<file path="src/rtl/rc4_pkg.sv">
// rtl/rc4_pkg.sv - shared RC4 types for the KSA, PRGA and key generator blocks
package rc4_pkg;

  localparam int RC4_BYTE_W        = 8;
  localparam int RC4_MAX_KEY_BYTES = 3;

  typedef logic [RC4_BYTE_W-1:0] rc4_byte_t;
  typedef rc4_byte_t [RC4_MAX_KEY_BYTES-1:0] rc4_key_t;

  typedef enum logic [3:0] {
    ST_IDLE,
    ST_FILL,
    ST_RD_I,
    ST_WAIT_I,
    ST_RD_J,
    ST_WAIT_J,
    ST_WR_I,
    ST_WR_J,
    ST_FIN
  } ksa_state_t;

endpackage

</file>
<file path="src/rtl/ram_wait_counter.sv">
// rtl/ram_wait_counter.sv - down-counter covering the S-RAM read latency
module ram_wait_counter #(
  parameter int LATENCY = 1
) (
  input  logic clk,
  input  logic reset_n,
  input  logic load,
  output logic expired
);

  localparam int CW = (LATENCY > 1) ? $clog2(LATENCY) : 1;

  logic [CW-1:0] cnt;

  // Load on the read-issue cycle, then count the remaining wait cycles down to zero
  always_ff @(posedge clk or negedge reset_n) begin
    if (!reset_n) begin
      cnt <= '0;
    end else if (load) begin
      cnt <= CW'(LATENCY - 1);
    end else if (cnt != '0) begin
      cnt <= cnt - CW'(1);
    end
  end

  assign expired = (cnt == '0);

endmodule

</file>
<file path="src/rtl/rc4_ksa_engine.sv">
// rtl/rc4_ksa_engine.sv - RC4 key-scheduling engine driving an external single-port S-RAM
module rc4_ksa_engine
  import rc4_pkg::*;
#(
  parameter int ADDR_WIDTH    = RC4_BYTE_W,
  parameter int MAX_KEY_BYTES = 3,
  parameter int RAM_LATENCY   = 1,
  parameter bit DO_INIT       = 1'b1
) (
  input  logic                                 clk,
  input  logic                                 reset_n,
  input  logic                                 start,
  input  logic                                 abort,
  input  logic [$clog2(MAX_KEY_BYTES+1)-1:0]   key_len,
  input  logic [MAX_KEY_BYTES*ADDR_WIDTH-1:0]  key,
  output logic                                 busy,
  output logic                                 done,
  output logic [ADDR_WIDTH-1:0]                ram_addr,
  output logic [ADDR_WIDTH-1:0]                ram_wdata,
  output logic                                 ram_we,
  input  logic [ADDR_WIDTH-1:0]                ram_rdata
);

  localparam int KLW = $clog2(MAX_KEY_BYTES + 1);
  localparam int KW  = (MAX_KEY_BYTES > 1) ? $clog2(MAX_KEY_BYTES) : 1;
  localparam logic [KLW-1:0]        MAX_LEN  = KLW'(MAX_KEY_BYTES);
  localparam logic [ADDR_WIDTH-1:0] LAST_IDX = '1;

  ksa_state_t                         state;
  logic [ADDR_WIDTH-1:0]              i;
  logic [ADDR_WIDTH-1:0]              j;
  logic [ADDR_WIDTH-1:0]              si;
  logic [KW-1:0]                      k;
  logic [KW-1:0]                      k_last;
  logic [MAX_KEY_BYTES*ADDR_WIDTH-1:0] key_r;

  logic                  accept;
  logic                  wait_load;
  logic                  wait_expired;
  logic [KLW-1:0]        len_eff;
  logic [ADDR_WIDTH-1:0] key_byte;
  logic [ADDR_WIDTH-1:0] j_next;
  logic [ADDR_WIDTH-1:0] i_inc;

  // A start in FIN is accepted too: busy is already low there
  assign accept    = start && ((state == ST_IDLE) || (state == ST_FIN));
  assign wait_load = (state == ST_RD_I) || (state == ST_RD_J);
  assign key_byte  = key_r[k*ADDR_WIDTH +: ADDR_WIDTH];
  assign j_next    = j + ram_rdata + key_byte;
  assign i_inc     = i + ADDR_WIDTH'(1);

  // Zero-length keys behave as one byte, oversized lengths clamp to the key port width
  always_comb begin
    len_eff = key_len;
    if (key_len == '0) begin
      len_eff = KLW'(1);
    end else if (key_len > MAX_LEN) begin
      len_eff = MAX_LEN;
    end
  end

  ram_wait_counter #(
    .LATENCY (RAM_LATENCY)
  ) u_wait (
    .clk     (clk),
    .reset_n (reset_n),
    .load    (wait_load),
    .expired (wait_expired)
  );

  // KSA sequencer; every RAM-facing output is set on entry to the state that uses it.
  // ram_wdata also serves as the sj latch between WAIT_J and WR_I.
  always_ff @(posedge clk or negedge reset_n) begin
    if (!reset_n) begin
      state     <= ST_IDLE;
      i         <= '0;
      j         <= '0;
      si        <= '0;
      k         <= '0;
      k_last    <= '0;
      key_r     <= '0;
      busy      <= 1'b0;
      done      <= 1'b0;
      ram_addr  <= '0;
      ram_wdata <= '0;
      ram_we    <= 1'b0;
    end else begin
      done   <= 1'b0;
      ram_we <= 1'b0;
      if (accept) begin
        key_r     <= key;
        k_last    <= KW'(len_eff - KLW'(1));
        i         <= '0;
        j         <= '0;
        k         <= '0;
        busy      <= 1'b1;
        ram_addr  <= '0;
        ram_wdata <= '0;
        if (DO_INIT) begin
          state  <= ST_FILL;
          ram_we <= 1'b1;
        end else begin
          state <= ST_RD_I;
        end
      end else if (busy && abort) begin
        state <= ST_IDLE;
        busy  <= 1'b0;
      end else begin
        unique case (state)
          ST_FILL: begin
            if (i == LAST_IDX) begin
              i        <= '0;
              ram_addr <= '0;
              state    <= ST_RD_I;
            end else begin
              i         <= i_inc;
              ram_addr  <= i_inc;
              ram_wdata <= i_inc;
              ram_we    <= 1'b1;
            end
          end
          ST_RD_I: state <= ST_WAIT_I;
          ST_WAIT_I: begin
            if (wait_expired) begin
              si       <= ram_rdata;
              j        <= j_next;
              ram_addr <= j_next;
              state    <= ST_RD_J;
            end
          end
          ST_RD_J: state <= ST_WAIT_J;
          ST_WAIT_J: begin
            if (wait_expired) begin
              ram_addr  <= i;
              ram_wdata <= ram_rdata;
              ram_we    <= 1'b1;
              state     <= ST_WR_I;
            end
          end
          ST_WR_I: begin
            ram_addr  <= j;
            ram_wdata <= si;
            ram_we    <= 1'b1;
            state     <= ST_WR_J;
          end
          ST_WR_J: begin
            if (i == LAST_IDX) begin
              done  <= 1'b1;
              busy  <= 1'b0;
              state <= ST_FIN;
            end else begin
              i        <= i_inc;
              ram_addr <= i_inc;
              k        <= (k == k_last) ? '0 : k + KW'(1);
              state    <= ST_RD_I;
            end
          end
          ST_FIN:  state <= ST_IDLE;
          default: state <= ST_IDLE;
        endcase
      end
    end
  end

endmodule
</file>
<file path="config.mk">
export PLATFORM = sky130hd
export DESIGN_NAME = rc4_ksa_engine
export DESIGN_NICKNAME = d
export VERILOG_FILES = /design/src/rtl/rc4_pkg.sv /design/src/rtl/ram_wait_counter.sv /design/src/rtl/rc4_ksa_engine.sv
export SDC_FILE = /design/constraint.sdc
export NUM_CORES = 1
export LEC_CHECK = 0
export BUFFER_PORTS_ARGS = -buffer_cell sky130_fd_sc_hd__buf_4
export CAP_MARGIN = 20
export CORE_MARGIN = 1.5
export CORE_UTILIZATION = 60
export DETAILED_ROUTE_END_ITERATION = 10
export PLACE_DENSITY = 0.82
export SYNTH_ARGS = -nofsm -noshare
export SYNTH_HDL_FRONTEND = slang
export SYNTH_SLANG_ARGS = --single-unit
</file>
<file path="constraint.sdc">
create_clock -name clk -period 6.7 [get_ports clk]
set_input_delay 1.34 -clock clk [delete_from_list [all_inputs] [get_ports clk]]
set_output_delay 1.34 -clock clk [all_outputs]
set_load 0.01 [all_outputs]
</file>
Yosys cells after proc, flatten, opt, wreduce, memory -nomap -nowiden
Index checks and enable logic that the tools add are counted.
Storage, ports and cells
  register bits after elaboration: 76
  input bits: 38
  output and inout port bits: 19
  word-level logic and storage cells: 111
Cells by class
  add/subtract/negate cells: 6
  $lt $le $gt $ge: 1
  eq/ne operators: 20
  shifts and indexed selects: 1
  muxes and demuxes: 46
  bitwise operators: 3
  reductions and logical operators: 21
Operators by type and width (number)
  $mux 8: 14
  $pmux 8 s5: 1
  $pmux 4 s7: 1
  $mux 4: 6
  $pmux 8 s3: 1
  $shiftx 24x6->8: 1
  $add 8x8->8: 2
  $eq 4x3->1 const B: 4
  $pmux 8 s2: 1
  $mux 1: 14
  $mux 2: 7
  $ne 3x3->1 const B: 4
  $ne 4x4->1 const B: 3
  $reduce_and 3->1: 4
  $reduce_bool 3->1: 3
  $add 8x1->8 const B: 1
  $eq 4x2->1 const B: 2
  $eq 8x8->1 const B: 1
  $reduce_and 4->1: 2
  $ne 2x2->1 const B: 3
  $reduce_bool 6->1: 1
  $reduce_and 5->1: 1
  $eq 4x1->1 const B: 1
  $eq 4x4->1 const B: 1
  14 further kinds: 19

Longest topological paths before layout
Gate-level depths: netlist (run 1).
  depth in word-level cells: 6
  depth in mapped cells: 14

Hierarchy
Synthesis (run 1) repeated with hierarchy kept, for this count alone.
Second synthesis, totals
  cells, all modules: 467
  area, all modules: 4272.8 um2
Modules (own cells, without submodules)
  rc4_ksa_engine: instances 1, cells each 465, area an instance 4261.6 um2, seq. area each 1876.8 um2
  ram_wait_counter: instances 1, cells each 2, area an instance 11.3 um2, seq. area each 0.0 um2

Least setup slack after synthesis (run 1)
No wires, ideal clock.
  path type: input to register
  start: in ram_rdata[1]
  end: reg ram_addr[7]
  setup time: 126 ps
  arrival: 3373 ps
  slack: 3201 ps
  stages: 10
  buffers on the path: 0
  path through: fa_1 -> ha_1 -> inv_1 -> fa_1 -> nor2b_1 -> o31a_1 -> o22ai_1 -> xor2_1 -> and3_1 -> a221o_1
On the way
  longest elaborated chain between the ends: 6
Ends and longest elaborated chain
  start: declaration: line rc4_ksa_engine.sv:21  | input logic [ADDR_WIDTH-1:0] ram_rdata
  $add 8x8->8 (2 in series): line rc4_ksa_engine.sv:49  | assign j_next = j + ram_rdata + key_byte;
  $mux 8: line rc4_ksa_engine.sv:124  | if (wait_expired) begin
  $pmux 8 s5: line rc4_ksa_engine.sv:109  | unique case (state)
  $mux 8: line rc4_ksa_engine.sv:105  | end else if (busy && abort) begin
  $mux 8: line rc4_ksa_engine.sv:90  | if (accept) begin
  end signal: assignment: line rc4_ksa_engine.sv:117  | ram_addr <= i_inc;
  end signal: assignment: line rc4_ksa_engine.sv:127  | ram_addr <= j_next;
  end signal: assignment: line rc4_ksa_engine.sv:134  | ram_addr <= i;
  end: declaration: line rc4_ksa_engine.sv:18  | output logic [ADDR_WIDTH-1:0] ram_addr,
No other way between the ends. The select of a mux whose other input is x is not followed.
A chain may end at the register's enable or synchronous reset.

Worst setup path in the final report (run 1)
  start: reg k[1]
  end: reg ram_addr[7]
On the way
  longest elaborated chain between the ends: 6
Ends and longest elaborated chain
  start: declaration: line rc4_ksa_engine.sv:33  | logic [KW-1:0] k;
  start signal: assignment: line rc4_ksa_engine.sv:154  | k <= (k == k_last) ? '0 : k + KW'(1);
  $shiftx 24x6->8: line rc4_ksa_engine.sv:48  | assign key_byte = key_r[k*ADDR_WIDTH +: ADDR_WIDTH];
  $add 8x8->8: line rc4_ksa_engine.sv:49
  $mux 8: line rc4_ksa_engine.sv:124
  $pmux 8 s5: line rc4_ksa_engine.sv:109
  $mux 8: line rc4_ksa_engine.sv:105
  $mux 8: line rc4_ksa_engine.sv:90
No other way between the ends. The select of a mux whose other input is x is not followed.

==> impl_metrics.tcl, run 1 <==
set metrics [dict create \
    antenna_left 0 \
    cts_resized 0 \
    dieArea_um2 7820 \
    num_io_pins 57 \
    placed_area_um2 4790 \
    rows 30 \
    finalCritPeriodShare_pct 53.8 \
    drt-initial-drc-count 228 \
    grt_max_degree 76 \
    clk_latency_ns 0.36 \
    place_hpwl_mm 8.14 \
    synth_async_sr_flop_share_pct 100 \
    clk_pin_slew_ns 0.09 \
    stdcell_count 625 \
    drive_gt1_share_pct 18.5 \
    htreeDepth 3 \
    areaGrowthSynthToFinish_pct 13.7 \
    mostFrequentLayoutCells "nand2_1 (114), dfrtp_1 (75), buf_4 (59)" \
    synth-main-ff-cell "dfrtp_1" \
    drc 0 \
    fp.dieH_um 88.4 \
    vias 3841 \
    fillerInstances 567 \
    tns_ns 0 \
    crit_end "ram_addr[7]" \
    n_antenna_cell 0 \
    cp_data_arrival_time_ns 3.85 \
    grt_pass1_vias 3838 \
    die_width_um 88.4 \
    wl_mm 11.6 \
    ys_seq_area_share_pct 42.8 \
    portBuffers 56 \
    tritoncts "done" \
    hold_path_class "reg2reg" \
    worst_setup_path_end_kind "flop" \
    max_freq_ghz 0.277 \
    hold_buffers 0 \
    grt.overflow.total 0 \
    synth-edff-count 0 \
    cp.required_ns 6.95 \
    hold_viol_final 0 \
    fin_area_um2 4980 \
    core_area_um2 6940 \
    netlist_instances 485 \
    clock-sinks 75 \
    initial_core_util_pct 63.1 \
    period_needed_ns 3.61 \
    rsz0062_at_grt "no" \
    r2r_end "ram_addr[7]" \
    dp.cells 609 \
    crit_path_max_fanout 12 \
    reg2reg_from "k[1]" \
    power.density_nw_per_um2 355 \
    slew_viol_final 0 \
    synth_seq_cells 75 \
    max_slew_margin_pct 35.6 \
    cts_root_buffer "clkbuf_8" \
    nets 577 \
    cts_max_path_buffers 2 \
    peakVddDrop_mv 0.213 \
    startpoint "k[1]" \
    synth_warnings 0 \
    maxCapViolCount 0 \
    avgRoutedWirePerCell_um 18.6 \
    r2r_cells 13 \
    via_per_inst 6.15 \
    dr.pass1.iters 5 \
    grt_use_total_pct 32.1 \
    antenna_found_initial 0 \
    grt_pass1_wl_mm 18.8 \
    worst_pin_slew_ns 0.966 \
    layout_commonest_cell "nand2_1" \
    post-cts-setup-buffers 0 \
    post_synth_num_cell_types 64 \
    setup_violations 0 \
    critical_path_class "reg2reg" \
    netlist_area_um2 4380 \
    total_power_w 0.00177 \
    cts_made_buffers 9 \
    skew_ns 0.0127 \
    cp-start-kind "flop" \
    rrSetupSlack_ns 3.09 \
    syn_avg_cell_area_um2 9.03 \
    gp_congestion 0.910 \
    status "completed" \
    synth_fp_nets 538 \
    leakagePower_nw 2.34 \
]
==> flip-flops by register name, indices dropped and copies added (netlist names) <==
signal	count
state	4
key_r	24
ram_wdata	8
busy	1
j	8
done	1
ram_addr	8
ram_we	1
k	2
si	8
i	8
k_last	2
==> worst max-delay path, cell delays in order, from the launching register on <==
cell and delay [ns]:
dfrtp_1 0.73, nor2b_1 0.30, nand2_1 0.13, o21ai_0 0.12, fa_1 0.51, ha_1 0.18
inv_1 0.06, fa_1 0.40, nor2b_1 0.19, o31a_1 0.17, o22ai_1 0.10, xor2_1 0.14
and3_1 0.20, a221o_1 0.26
==> power by group <==
part	internal [W]	total (W)	leakage, nW	switching [W]
Clock	0.000172	0.000352	0.0927	0.000180
Sequential	0.000570	0.000663	0.986	0.0000928
Combinational	0.000292	0.000751	1.27	0.000458
Total	0.00103	0.00177	2.34	0.000731
==> logic make-up (layout without fill, tap and decap cells) <==
| family | after synthesis | count (layout) | synth area share, % |
|---|---|---|---|
| mux | 20 | 20 | 4.86 |
| flops | 75 | 75 | 42.8 |
| compound gates | 125 | 125 | 18.3 |
| simple gates | 191 | 191 | 20.5 |
| xor+xnor | 17 | 17 | 3.40 |
| buf+inv | 42 | 86 | 4.48 |
| fa+ha+maj | 15 | 15 | 5.66 |
==> metal layers <==
| metal | vias up | global-route usage, % | share of wire, % |
|---|---|---|---|
| li1 | 1775 | - | - |
| met1 | 1849 | 39.0 | 41 |
| met2 | 182 | 55.0 | 49 |
| met3 | 35 | 5.41 | 6.3 |
| met4 | 0 | 16.8 | 3.6 |
| met5 | - | 0 | 0 |
==> worst min-delay path by stage <==
stage / from / endpoint / slack, ns / depth (start not counted)
floorplan: key_r[0] / key_r[0] / 0.44 / 2
global placement: key_r[7] / key_r[7] / 0.46 / 2
detailed placement: key_r[2] / key_r[2] / 0.46 / 2
CTS: key_r[2] / key_r[2] / 0.48 / 2
global route: key_r[19] / key_r[19] / 0.50 / 2
finish: key_r[2] / key_r[2] / 0.48 / 2
==> area by class of cell <==
class	instances	area [um2]	area share (%)
well taps	96	120	2.41
clock inverters	6	63.8	1.28
inverters	11	41.3	0.829
multi-input cells	368	2310	46.3
repair buffers	59	443	8.89
flip-flops and latches	75	1880	37.7
clock buffers	10	128	2.56
==> synth_stat cells, types with 3 or more instances <==
cell / instances / share of area [%]
a21o_1: 5 / 0.86
o22ai_1: 6 / 0.86
nor2b_1: 6 / 0.86
buf_2: 16 / 1.8
clkbuf_1: 11 / 0.94
a31oi_1: 3 / 0.43
xor2_1: 9 / 1.8
fa_1: 8 / 3.7
mux2_2: 10 / 2.6
ha_1: 7 / 2.0
a221o_1: 3 / 0.69
nand2b_1: 5 / 0.71
o31ai_1: 7 / 1.2
mux2i_1: 10 / 2.3
a221oi_1: 4 / 0.80
nand2_1: 114 / 9.8
o21ai_1: 6 / 0.69
and2_1: 3 / 0.43
nor2_1: 19 / 1.6
nand3_1: 15 / 1.7
buf_4: 3 / 0.51
a22oi_1: 4 / 0.69
xnor2_1: 8 / 1.6
inv_1: 10 / 0.86
dfrtp_1: 75 / 43
a21oi_1: 27 / 3.1
o21ai_0: 36 / 4.1
a22o_1: 3 / 0.60
nor3_1: 9 / 1.0
==> through the flow <==
step	worst slack, ns	hold slack [ns]	utilization, %
floorplan	3.20	0.445	-
global placement	2.98	0.458	69.0
detailed placement	2.90	0.461	69.0
CTS	3.10	0.480	71.7
global route	2.80	0.505	71.7
finish	3.09	0.479	71.7
No activity file was read; power rests on OpenSTA's default activity.
==> run 2, diff against run 1 <==
ABC_AREA = 1   (was unset)
CORE_UTILIZATION = 58   (was 60)
PLACE_DENSITY = 0.8   (was 0.82)
clock period = 3.7 ns   (was 6.7 ns; I/O delays follow)
==> impl_metrics.tcl, run 2 <==
set metrics [dict create \
    status "completed" \
    period_needed_ns 3.09 \
    initial_core_util_pct 60.4 \
    synth-main-ff-cell "dfrtp_1" \
    dr_wl_met2_mm 5.32 \
    worst_pin_slew_ns 0.932 \
    maxCapViolCount 0 \
    clk_latency_ns 0.36 \
    synth_common_cells "nand2_1 (198), dfrtp_1 (75), inv_1 (55)" \
    crit_path_frequent_cell "nand2_1" \
    place_hpwl_mm 8.39 \
    cp_data_arrival_time_ns 3.34 \
    largest_register_ff_count 24 \
    wl_mm 11.2 \
    top_layer "met4" \
    critical_path_class "reg2reg" \
    rows 31 \
    tritoncts "done" \
    synth_warnings 0 \
    antenna_left 0 \
    stdcell_count 726 \
    htreeDepth 3 \
    clock-sinks 75 \
    top_register "key_r" \
    synth_most_common_cell "nand2_1" \
    yosysTopAreaCell "dfrtp_1" \
    core_area_um2 7290 \
    drive_gt1_share_pct 18.3 \
    post_synth_num_cell_types 35 \
    grt_pass1_vias 3885 \
    synth_async_sr_flop_share_pct 100 \
    cts_max_path_buffers 2 \
    nets 675 \
    ff_latch_area_um2 1880 \
    avgRoutedWirePerCell_um 15.4 \
    grt_max_degree 76 \
    cp.required_ns 3.95 \
    peakVddDrop_mv 0.397 \
    netlist_area_um2 4410 \
    drt-initial-drc-count 256 \
    areaGrowthSynthToFinish_pct 15.9 \
    hold_path_class "reg2reg" \
    synth_top_cell_area_share_pct 42.6 \
    crit_path_top_delay_cell "dfrtp_1" \
    fillerInstances 628 \
    worst_path_largest_cell_delay_ns 0.53 \
    met1_length_mm 4.80 \
    path_cells "inv_1 > nor2_1 > nand2_1 > o31ai_1 > fa_1 > ha_1 > inv_1 > fa_1 > inv_1 > nand2_1 > nand2_1 > o21ai_0 > nand3_1 > nand3_1 > nand2_1" \
    synth-edff-count 0 \
    synth_fp_nets 621 \
    wl_met3_um 609 \
    n_antenna_cell 0 \
    dieArea_um2 8130 \
    gp_congestion 0.932 \
    drc 0 \
    vias 3996 \
    rsz0062_at_grt "no" \
    synth_seq_cells 75 \
    die_width_um 90.2 \
    antenna_found_initial 0 \
    ys_seq_area_share_pct 42.6 \
    yosys-top-cells-area "dfrtp_1 (43%), nand2_1 (17%), inv_1 (4.7%), fa_1 (3.6%), o21ai_0 (3.5%)" \
    power.density_nw_per_um2 966 \
    mostFrequentLayoutCells "nand2_1 (198), dfrtp_1 (75), buf_4 (57)" \
    cp-start-kind "flop" \
    worst_setup_path_end_kind "flop" \
    grt.overflow.total 0 \
    crit_path_max_fanout 10 \
    cts_root_buffer "clkbuf_8" \
    portBuffers 56 \
    clk_pin_slew_ns 0.08 \
    tns_ns 0 \
    finalCritPeriodShare_pct 83.5 \
    multiInputGateArea_um2 2190 \
    leakagePower_nw 2.74 \
    hold_buffers 0 \
    grt_use_total_pct 29.8 \
    skew_ns 0.00590 \
    max_freq_ghz 0.324 \
    cts_made_buffers 9 \
    crit_buf_inv 3 \
    netlist_instances 568 \
    layout_commonest_cell "nand2_1" \
    setup_violations 0 \
    cts_resized 0 \
    grt_pass1_wl_mm 18.9 \
    slew_viol_final 0 \
    path_delay_family "adder cells" \
    dp.cells 710 \
    syn_avg_cell_area_um2 7.76 \
    max_slew_margin_pct 37.9 \
    via_per_inst 5.50 \
    post-cts-setup-buffers 0 \
    num_io_pins 57 \
    dr.pass1.iters 5 \
    hold_viol_final 0 \
    fp.dieH_um 90.2 \
]
==> run 2: cell types whose count changed after synthesis, sizes merged, moves of 7 or more <==
| cell | change |
|---|---|
| a21oi | -17 |
| o22ai | +16 |
| buf | -8 |
| xor2 | -8 |
| nand3 | +19 |
| clkbuf | -9 |
| xnor2 | -7 |
| inv | +55 |
| nor2 | +27 |
| mux2 | -7 |
| mux2i | -10 |
| nand2 | +93 |
==> run 2: final timing paths <==
check | from | slack [ns] | cells after the start | end
max | k[1] | 0.61 | 15 | ram_addr[5]
min | ram_addr[6] | 0.49 | 2 | ram_addr[6]
max reg2reg | k[1] | 0.61 | 15 | ram_addr[5]
min reg2reg | ram_addr[6] | 0.49 | 2 | ram_addr[6]
max in group asynchronous | reset_n | 2.58 | 1 | key_r[19]
min in group asynchronous | reset_n | 0.52 | 1 | ram_wdata[5]
==> run 2: tightest hold or removal path: cells and delay by family (launching register included) <==
kind	cells	cell delay (ns)
flip-flops	1	0.35
AND/OR/NAND/NOR	2	0.10
==> run 2: layout make-up <==
cell class                 count  area share [%]
multi-input combinational    412            42.9
sequential                    75            36.8
timing repair buffer          57            8.38
inverter                      67            5.05
clock buffer                  12            3.04
tap                           99            2.43
clock inverter                 4            1.42
==> run 2: power by group <==
part,switching (W),total (W),internal (W)
sequential,0.000271,0.00144,0.00117
clock,0.000313,0.000728,0.000416
combinational,0.00175,0.00276,0.00101
total,0.00233,0.00493,0.00260
==> run 2: per-layer routing <==
metal	GRT usage, %	up-vias
met5	0	-
met4	14.3	0
met3	5.16	36
met2	48.9	158
met1	38.3	1862
li1	-	1940
==> run 2: cell families (layout without fill, tap and decap cells) <==
| family | after synthesis | count (layout) | share of synthesized area [%] |
|---|---|---|---|
| AO/OA/AOI/OAI | 88 | 88 | 12.0 |
| XOR/XNOR | 2 | 2 | 0.398 |
| adder cells (fa/ha/maj) | 15 | 15 | 5.62 |
| buffers and inverters | 81 | 140 | 7.67 |
| flip-flops | 75 | 75 | 42.6 |
| multiplexers | 3 | 3 | 0.767 |
| AND/OR/NAND/NOR | 304 | 304 | 31.0 |
==> run 2: metrics by stage <==
| step | worst slack, ns | power (W) | instance area (um2) | utilization [%] | hold slack [ns] |
|---|---|---|---|---|---|
| detailed placement | 0.690 | 0.00417 | 4880 | 66.9 | 0.466 |
| global placement | 0.843 | 0.00410 | 4880 | 66.9 | 0.465 |
| CTS | 0.659 | 0.00492 | 5110 | 70.0 | 0.488 |
| global route | 0.281 | 0.00539 | 5110 | 70.0 | 0.510 |
| floorplan | 1.09 | 0.00348 | 4410 | - | 0.444 |
| finish | 0.612 | 0.00493 | 5110 | 70.0 | 0.486 |
==> run 3, diff against run 2 <==
clock period = 3.2 ns   (was 3.7 ns; I/O delays follow)
==> impl_metrics.tcl, run 3 (synthesis results as in run 2) <==
set metrics [dict create \
    n_antenna_cell 0 \
    dr.pass1.iters 5 \
    grt_use_total_pct 29.8 \
    fillerInstances 635 \
    areaGrowthSynthToFinish_pct 14.9 \
    cp.required_ns 3.45 \
    dp.cells 712 \
    r2r_cells 17 \
    worst_setup_path_end_kind "flop" \
    grt.overflow.total 0 \
    setup_violations 0 \
    max_freq_ghz 0.343 \
    portBuffers 56 \
    tritoncts "done" \
    vias 4006 \
    r2r_end "ram_addr[7]" \
    cp_data_arrival_time_ns 3.16 \
    cts_max_path_buffers 2 \
    hold_buffers 0 \
    period_needed_ns 2.91 \
    cts_made_buffers 9 \
    nets 677 \
    clk_latency_ns 0.36 \
    drc 0 \
    post-cts-setup-buffers 0 \
    antenna_found_initial 0 \
    grt_max_degree 76 \
    cts_resized 0 \
    drt-initial-drc-count 317 \
    grt_pass1_wl_mm 19.0 \
    cts_root_buffer "clkbuf_8" \
    pwr-share-clk_pct 11.8 \
    initial_core_util_pct 60.4 \
    die_width_um 90.2 \
    fp.dieH_um 90.2 \
    slew_viol_final 0 \
    total_power_w 0.00553 \
    status "completed" \
    clock-sinks 75 \
    htreeDepth 3 \
    avgRoutedWirePerCell_um 15.4 \
    dieArea_um2 8130 \
    stdcell_count 728 \
    drive_gt1_share_pct 18.6 \
    antenna_left 0 \
    rrSetupSlack_ns 0.29 \
    reg2reg_from "k[1]" \
    p_switching_w 0.00271 \
    place_hpwl_mm 8.51 \
    finalCritPeriodShare_pct 91.1 \
    maxCapViolCount 0 \
    via_per_inst 5.50 \
    largest_register_ff_count 24 \
    power.density_nw_per_um2 1090 \
    mostFrequentLayoutCells "nand2_1 (198), dfrtp_1 (75), buf_4 (59)" \
    hold_path_class "in2async" \
    fin_area_um2 5060 \
    p_comb_share_pct 58.3 \
    rows 31 \
    layout_commonest_cell "nand2_1" \
    peakVddDrop_mv 0.560 \
    pwr-share-seq_pct 29.9 \
    skew_ns 0.0132 \
    wl_mm 11.2 \
    grt_pass1_vias 4019 \
    cp-start-kind "flop" \
    sw_frac_of_total_pct 49.0 \
    hold_viol_final 0 \
    max_slew_margin_pct 36.9 \
    placed_area_um2 4890 \
    num_io_pins 57 \
    internal-power_w 0.00282 \
    crit_path_max_fanout 10 \
    critical_path_class "reg2reg" \
    top_register "key_r" \
    leakagePower_nw 2.71 \
    rsz0062_at_grt "no" \
    worst_pin_slew_ns 0.946 \
    gp_congestion 0.933 \
    clk_pin_slew_ns 0.09 \
    tns_ns 0 \
    core_area_um2 7290 \
]
[run 3: cell types whose count changed in the layout (fill, tap and decap cells not counted)]
cell        previous run  this run
clkinvlp_4             1         3
clkinv_2               2         3
inv_6                  0         1
bufinv_16              2         0
buf_4                 57        59
clkbuf_8              11         9
[run 3: power groups by stage]
stage          Clock [W]  Combinational [W]  Sequential [W]
6_report        0.000652            0.00322         0.00166
5_1_grt         0.000693            0.00364         0.00171
4_1_cts         0.000656            0.00319         0.00165
3_5_place_dp           0            0.00317         0.00167
3_3_place_gp           0            0.00309         0.00165
2_1_floorplan          0            0.00242         0.00161
[run 3: stage by stage]
step / hold slack [ns] / utilization [%] / setup slack (ns)
6_report: 0.396 / 69.4 / 0.285
5_1_grt: 0.480 / 69.4 / 0.0284
3_3_place_gp: 0.466 / 67.1 / 0.402
4_1_cts: 0.451 / 69.4 / 0.324
3_5_place_dp: 0.468 / 67.1 / 0.319
2_1_floorplan: 0.344 / - / 0.591
[run 3: final cells by class]
cell class | count | area, um2 | share of cell area (%)
tap | 99 | 124 | 2.45
clock buffer | 10 | 128 | 2.52
inverter | 67 | 258 | 5.09
sequential | 75 | 1880 | 37.1
clock inverter | 6 | 41.3 | 0.816
timing repair buffer | 59 | 443 | 8.75
multi-input combinational | 412 | 2190 | 43.3
[run 3: worst max path at each step]
stage               start  cells after the start          end  slack [ns]
global route         k[1]                     17  ram_addr[7]        0.03
global placement     k[1]                     17  ram_addr[7]        0.40
floorplan            k[1]                     16  ram_addr[5]        0.59
CTS                  k[1]                     17  ram_addr[7]        0.32
finish               k[1]                     17  ram_addr[7]        0.29
detailed placement   k[1]                     17  ram_addr[7]        0.32
[run 3: per-layer routing]
metal  global-route usage [%]  vias to the layer above  part of all wire, %
li1                         -                     1948                    -
met1                     37.8                     1867                   42
met2                     48.6                      155                   48
met3                     5.50                       36                  6.3
met4                     15.7                        0                  4.2
met5                        0                        -                    0
[run 3: worst max-delay path, stage by stage, from the launching register on]
cell,delay (ns)
dfrtp_1,0.49
inv_1,0.19
nor2_1,0.06
buf_4,0.16
nand2_1,0.05
o31ai_1,0.08
fa_1,0.50
ha_1,0.18
inv_1,0.07
fa_1,0.40
inv_1,0.09
nand3_1,0.08
nand3_1,0.11
nand3_1,0.09
nand3_1,0.11
nand2_1,0.06
nand2_1,0.05
nand2_1,0.04
